**config.mk**
```make
export PLATFORM = sky130hd
export DESIGN_NAME = alu_seq
export DESIGN_NICKNAME = d
export VERILOG_FILES = /design/src/rtl/alu_pkg.sv /design/src/rtl/alu_muldiv_iter.sv /design/src/rtl/alu_seq.sv
export SDC_FILE = /design/constraint.sdc
export NUM_CORES = 1
export LEC_CHECK = 0
export BUFFER_PORTS_ARGS = -buffer_cell sky130_fd_sc_hd__buf_4
export CAP_MARGIN = 20
export CORE_UTILIZATION = 35
export CTS_CLUSTER_SIZE = 20
export DETAILED_ROUTE_END_ITERATION = 10
export SLEW_MARGIN = 0
export SYNTH_ARGS = -nofsm -noshare
export SYNTH_HDL_FRONTEND = slang
export SYNTH_SLANG_ARGS = --single-unit
```
**constraint.sdc**
```tcl
create_clock -name clk -period 3.15 [get_ports clk]
set_clock_uncertainty 0.05 [all_clocks]
set_input_delay 0.4725 -clock clk [delete_from_list [all_inputs] [get_ports clk]]
set_output_delay 0.4725 -clock clk [all_outputs]
set_load 0.02 [all_outputs]
```
**src/rtl/alu_pkg.sv**
```systemverilog
// Shared op codes and sequencer state for the execute-stage ALU and its decoder.
// The iterative mult/div unit is built only when ALU_SEQ_MULDIV_EN is defined.
package alu_pkg;

  localparam logic [5:0] OP_SLL   = 6'h00;
  localparam logic [5:0] OP_SRL   = 6'h02;
  localparam logic [5:0] OP_SRA   = 6'h03;
  localparam logic [5:0] OP_MFHI  = 6'h10;
  localparam logic [5:0] OP_MTHI  = 6'h11;
  localparam logic [5:0] OP_MFLO  = 6'h12;
  localparam logic [5:0] OP_MTLO  = 6'h13;
  localparam logic [5:0] OP_MULT  = 6'h18;
  localparam logic [5:0] OP_MULTU = 6'h19;
  localparam logic [5:0] OP_DIV   = 6'h1A;
  localparam logic [5:0] OP_DIVU  = 6'h1B;
  localparam logic [5:0] OP_ADD   = 6'h20;
  localparam logic [5:0] OP_ADDU  = 6'h21;
  localparam logic [5:0] OP_SUB   = 6'h22;
  localparam logic [5:0] OP_SUBU  = 6'h23;
  localparam logic [5:0] OP_AND   = 6'h24;
  localparam logic [5:0] OP_OR    = 6'h25;
  localparam logic [5:0] OP_XOR   = 6'h26;
  localparam logic [5:0] OP_NOR   = 6'h27;

  typedef enum logic [1:0] {
    ST_IDLE = 2'd0,
    ST_BUSY = 2'd1,
    ST_DONE = 2'd2
  } alu_state_t;

  function automatic logic is_muldiv(input logic [5:0] op);
    return (op == OP_MULT) || (op == OP_MULTU) || (op == OP_DIV) || (op == OP_DIVU);
  endfunction

endpackage

```
**src/rtl/alu_muldiv_iter.sv**
```systemverilog
// Iterative shift-add multiplier / restoring divider on operand magnitudes, one step
// per cycle; used by alu_seq only when ALU_SEQ_MULDIV_EN is defined.
module alu_muldiv_iter
  import alu_pkg::*;
#(
  parameter int WIDTH = 32,
  localparam int SHW = $clog2(WIDTH)
) (
  input  logic             clk,
  input  logic             reset,
  input  logic             start,
  input  logic             is_div,
  input  logic             is_signed,
  input  logic [WIDTH-1:0] a,
  input  logic [WIDTH-1:0] b,
  output logic             done,
  output logic [WIDTH-1:0] res_hi,
  output logic [WIDTH-1:0] res_lo,
  output alu_state_t       state
);

  alu_state_t         state_nxt;
  logic [SHW:0]       cnt;
  logic [WIDTH-1:0]   acc_hi, acc_lo, mag_b;
  logic               div_op, neg_q, neg_r, b_zero;
  logic [WIDTH-1:0]   mag_a_in, mag_b_in;
  logic [WIDTH:0]     mul_sum, shifted, trial;
  logic [WIDTH-1:0]   step_hi, step_lo, q_fix, r_fix;
  logic [2*WIDTH-1:0] prod, prod_fix;

  assign mag_a_in = (is_signed && a[WIDTH-1]) ? -a : a;
  assign mag_b_in = (is_signed && b[WIDTH-1]) ? -b : b;

  always_comb begin
    state_nxt = state;
    done      = 1'b0;
    case (state)
      ST_IDLE: if (start) state_nxt = ST_BUSY;
      ST_BUSY: begin
        if (cnt == (SHW+1)'(1)) begin
          state_nxt = ST_DONE;
          done      = 1'b1;
        end
      end
      ST_DONE: state_nxt = ST_IDLE;
      default: state_nxt = ST_IDLE;
    endcase
  end

  // acc_hi:acc_lo holds partial product (mult) or remainder:quotient (div).
  always_comb begin
    mul_sum = {1'b0, acc_hi} + (acc_lo[0] ? {1'b0, mag_b} : '0);
    shifted = {acc_hi, acc_lo[WIDTH-1]};
    trial   = shifted - {1'b0, mag_b};
    step_hi = mul_sum[WIDTH:1];
    step_lo = {mul_sum[0], acc_lo[WIDTH-1:1]};
    if (div_op) begin
      step_hi = trial[WIDTH] ? shifted[WIDTH-1:0] : trial[WIDTH-1:0];
      step_lo = {acc_lo[WIDTH-2:0], ~trial[WIDTH]};
    end
  end

  // Divide by zero leaves |A| in the remainder, so only the quotient needs overriding.
  always_comb begin
    prod     = {step_hi, step_lo};
    prod_fix = neg_q ? -prod : prod;
    q_fix    = b_zero ? '1 : (neg_q ? -step_lo : step_lo);
    r_fix    = neg_r ? -step_hi : step_hi;
    res_hi   = div_op ? r_fix : prod_fix[2*WIDTH-1:WIDTH];
    res_lo   = div_op ? q_fix : prod_fix[WIDTH-1:0];
  end

  always_ff @(posedge clk or posedge reset) begin
    if (reset) begin
      state  <= ST_IDLE;
      cnt    <= '0;
      acc_hi <= '0;
      acc_lo <= '0;
      mag_b  <= '0;
      div_op <= 1'b0;
      neg_q  <= 1'b0;
      neg_r  <= 1'b0;
      b_zero <= 1'b0;
    end else begin
      state <= state_nxt;
      if (state == ST_IDLE && start) begin
        cnt    <= (SHW+1)'(WIDTH);
        acc_hi <= '0;
        acc_lo <= mag_a_in;
        mag_b  <= mag_b_in;
        div_op <= is_div;
        neg_q  <= is_signed && (a[WIDTH-1] ^ b[WIDTH-1]);
        neg_r  <= is_signed && is_div && a[WIDTH-1];
        b_zero <= is_div && (b == '0);
      end else if (state == ST_BUSY) begin
        acc_hi <= step_hi;
        acc_lo <= step_lo;
        cnt    <= cnt - 1'b1;
      end
    end
  end

endmodule

```
**src/rtl/alu_seq.sv**
```systemverilog
// Registered execute-stage ALU with HI/LO registers; ALU_SEQ_MULDIV_EN adds the
// iterative mult/div unit. Handshake: an op is taken when in_valid && in_ready.
module alu_seq
  import alu_pkg::*;
#(
  parameter int WIDTH = 32,
  localparam int SHW = $clog2(WIDTH)
) (
  input  logic             clk,
  input  logic             reset,
  input  logic             in_valid,
  output logic             in_ready,
  input  logic [WIDTH-1:0] A,
  input  logic [WIDTH-1:0] B,
  input  logic [5:0]       Op,
  output logic             out_valid,
  output logic [WIDTH-1:0] C,
  output logic             Over,
  output logic [WIDTH-1:0] hi,
  output logic [WIDTH-1:0] lo
);

  logic             accept, single_op, ov;
  logic [SHW-1:0]   sa;
  logic [WIDTH-1:0] sum, diff, res;

  assign accept = in_valid && in_ready;
  assign sa     = A[SHW-1:0];
  assign sum    = A + B;
  assign diff   = A - B;

  always_comb begin
    res = '0;
    ov  = 1'b0;
    case (Op)
      OP_ADD: begin
        res = sum;
        ov  = (A[WIDTH-1] == B[WIDTH-1]) && (sum[WIDTH-1] != A[WIDTH-1]);
      end
      OP_ADDU: res = sum;
      OP_SUB: begin
        res = diff;
        ov  = (A[WIDTH-1] != B[WIDTH-1]) && (diff[WIDTH-1] != A[WIDTH-1]);
      end
      OP_SUBU: res = diff;
      OP_SLL:  res = B << sa;
      OP_SRL:  res = B >> sa;
      OP_SRA:  res = WIDTH'($signed(B) >>> sa);
      OP_AND:  res = A & B;
      OP_OR:   res = A | B;
      OP_XOR:  res = A ^ B;
      OP_NOR:  res = ~(A | B);
      OP_MFHI: res = hi;
      OP_MFLO: res = lo;
      default: res = '0;
    endcase
  end

`ifdef ALU_SEQ_MULDIV_EN
  logic             md_done;
  logic [WIDTH-1:0] md_hi, md_lo;
  alu_state_t       md_state;

  assign single_op = accept && !is_muldiv(Op);
  assign in_ready  = (md_state == ST_IDLE);

  alu_muldiv_iter #(.WIDTH(WIDTH)) u_muldiv (
    .clk       (clk),
    .reset     (reset),
    .start     (accept && is_muldiv(Op)),
    .is_div    (Op[1]),
    .is_signed (!Op[0]),
    .a         (A),
    .b         (B),
    .done      (md_done),
    .res_hi    (md_hi),
    .res_lo    (md_lo),
    .state     (md_state)
  );
`else
  assign single_op = accept;
  assign in_ready  = 1'b1;
`endif

  always_ff @(posedge clk or posedge reset) begin
    if (reset) begin
      out_valid <= 1'b0;
      C         <= '0;
      Over      <= 1'b0;
      hi        <= '0;
      lo        <= '0;
    end else begin
      out_valid <= single_op;
      if (single_op) begin
        C    <= res;
        Over <= ov;
        if (Op == OP_MTHI) hi <= A;
        if (Op == OP_MTLO) lo <= A;
      end
`ifdef ALU_SEQ_MULDIV_EN
      // in_ready is low while the unit runs, so this never coincides with single_op.
      if (md_done) begin
        out_valid <= 1'b1;
        C         <= '0;
        Over      <= 1'b0;
        hi        <= md_hi;
        lo        <= md_lo;
      end
`endif
    end
  end

endmodule

```
==> metrics <==
status=completed; ANT nets after route=0; most numerous cell in the Yosys netlist=nand2_1; RSZ-0062 raised after global routing=true; Compound-Gate Fraction of Synth Area=30.2%; initial core utilization=35.6%; mux contribution to synthesized area=13.2%; Synth area leader=dfrtp_1; Synth Area in Simple Gates=17.8%; Hold Crit Class=input port to async pin; post-synthesis cell area=13000 um^2; Post-DP HPWL=56900 um; Yosys cell types=84; Num CTS Buffers=9; internal power=3.28 mW; Tot GR Track Use=36.2%; Seq/Total Area, Yosys=18.8%; total core area=36600 um^2; leakage dissipation=8.41 nW; Synth top area share=18.8%; Rel. slew slack=45.9%; Reg2Reg Setup Slack=1130 ps; Most used DFF post-synth=dfrtp_1; detailed-route wire length=69700 um; fin area=18000 um^2; CP max-delay cell=o211ai_1; Ports=172; critical path data required time=3370 ps; Die H=195 um; Synth async-reset ratio=100%; final worst path period need=3120 ps; global-route wire length before repair=102000 um; reg-to-reg startpoint=hi[14]; CTS tree=yes; yosys warns=0; crit path capture type=register; Design Power=5.68 mW; clk sink count=98; vias=15800; Synth area leaders=dfrtp_1 19%, ha_1 10%, mux4_2 7.3%; number of DRC markers in iteration 0=1465; adder-cell share of the synthesized area=10.4%; CP max FO=4; top cells by count, synth=190 x nand2_1, 185 x a21oi_1, 183 x nor2_1, 181 x o21ai_0, 105 x ha_1; Clk pwr share=21.4%; post-synthesis cell count=1744; fin. max-slew vios=0; clock tree buffer depth=2; vias in the first global route=15200; slew at the pin with the worst max-slew slack=812 ps; max-cap viol count=0; Root Driver=clkbuf_16; layout cells sized above 1=31.3%; #FFs+latches synth=98; die footprint=38000 um^2; syn nets=1924; Placer Congestion=1.02; clock transition at the registers of the reported paths=80 ps; worst skew pair latency=360 ps; syn_area_per_cell=7.47 um^2; CP endpoint=C[28]; Fillers=3724; worst vdd ir=260 uV; FF-to-FF path depth=6; largest family of logic cells by synthesized area=compound AO/OA/AOI/OAI gates; crit-path cells=buf_4 -> buf_4 -> buf_4 -> fa_1 -> nand2b_1 -> a2111oi_2 -> o31a_1 -> o211ai_1 -> nand2_2 -> a31oi_4 -> nand3b_1 -> and4_1 -> nor4_1; DRC violation count after routing=0; via/cell ratio=5.94; crit path from=A[1]; row cnt=70; nets@finish=2364; Synth Area in XOR/XNOR=1.88%; max frequency=320 MHz; H-tree depth=3; final setup vio count=0; Final period util=99.1%; area delta synth->final=37.8%; DR WL/cell=26.2 um; Comb pwr share=51.7%; count of buffers from port buffering=170; Sw Share=42.3%; number of antenna violations at the first check in global routing=1; critical path's largest stage delay=480 ps; Sequential Power Share=26.9%; multi-input logic area=9810 um^2; Reg area=2450 um^2; hold buffers post-CTS=0; placed cell areas=17600 um^2; WP data arrival=3340 ps; Worst Setup Path Type=input port to register; grt ovf=0; DR pass1 iterations=7; EDFF count, synth=0; width of the die=195 um; Cell Pwr Density=316 nW/um^2; RR Endpoint=C[14]; largest net degree at the start of global routing=81; CP most frequent cell=buf_4; Fin. Hold Viols=0; CP Launch Type=input port; Sw Pwr=2.40 mW
timing repair:
action                     in CTS  in global routing
setup buffers                   0                  0
setup endpoints to repair       0                 11
resized for setup               0                 16
per-stage QoR:
stage,std cells,worst slack [ps],utilization (%),hold WS (ps),TNS [ps]
2_1_floorplan,1744,-154,-,454,-448
3_3_place_gp,2641,-326,48.0,442,-3830
3_5_place_dp,2641,-373,48.0,451,-4400
4_1_cts,2657,8.25,48.8,175,0
5_1_grt,2657,-97.5,49.0,190,-110
6_report,2658,27.0,49.1,151,0
power groups by stage:
stage / Combinational, mW / Clock, mW / Sequential [mW]
after floorplan: 1.33 / 0 / 1.68
after global placement: 2.85 / 0 / 1.54
after detailed placement: 2.86 / 0 / 1.55
after CTS: 2.88 / 1.23 / 1.52
after global routing: 3.13 / 1.28 / 1.54
final: 2.93 / 1.22 / 1.53
registers in the layout, summed over array words and instances (netlist names):
name / cells
C: 32
hi: 32
lo: 32
Over: 1
out_valid: 1
worst max-delay path, delay by kind of cell:
kind	cells	cell delay (ps)
AO/OA/AOI/OAI	4	1150
adder cells (fa/ha/maj)	1	460
buffers and inverters	3	390
AND/OR/NAND/NOR	5	850
worst min path at each step:
stage	to	slack [ps]	depth (start not counted)
4_1_cts	lo[8]	170	2
2_1_floorplan	out_valid	450	0
6_report	lo[8]	150	2
5_1_grt	lo[8]	190	2
3_5_place_dp	C[9]	450	2
3_3_place_gp	C[9]	440	2
logic make-up (layout without fill, tap and decap cells):
| kind of cell | count (synthesis) | after routing |
|---|---|---|
| buffers and inverters | 245 | 690 |
| multiplexers | 118 | 118 |
| AO/OA/AOI/OAI | 623 | 623 |
| XOR/XNOR | 28 | 28 |
| other | 1 | 2 |
| adder cells (fa/ha/maj) | 107 | 107 |
| flip-flops | 98 | 98 |
| AND/OR/NAND/NOR | 524 | 524 |
layout by cell type, fill, tap and decap left out, types with 7 or more instances in the layout:
cell type  count
mux2_2        11
nand2_1      189
a211oi_1      39
clkbuf_16      9
a222oi_1      11
xnor2_1       24
a21oi_1      183
nor2b_1       11
a21o_1        14
mux4_2        42
nand3_1       32
nor2_1       183
dfrtp_1       98
o221ai_1      11
nor3_1        28
buf_12         9
buf_4        558
nand4_1       15
mux2i_1       64
o21bai_1      14
inv_1         97
nand2b_1      10
and2_1         7
nor4_1         9
ha_1         101
or3_1          8
o21a_1        10
o21ai_0      178
o22ai_1        9
a31oi_1       15
a221oi_1      21
o31a_1         7
o31ai_1       11
o211ai_1      18
cell type report:
cell class / count / share of cell area [%]
Tap cell: 468 / 3.26
Timing Repair Buffer: 568 / 24.4
Antenna cell: 1 / 0.0139
Sequential cell: 98 / 13.7
Clock inverter: 6 / 0.411
Clock buffer: 10 / 1.27
Multi-Input combinational cell: 1401 / 54.6
Inverter: 106 / 2.35
per-layer routing:
layer / track usage (%) / wire length (um) / up-vias
met5: 0 / 0 / -
met4: 18.7 / 3970 / 0
met3: 4.84 / 4390 / 116
met2: 58.1 / 31500 / 697
met1: 47.3 / 29800 / 7697
li1: - / - / 7271
No activity file was read; power rests on OpenSTA's default activity.
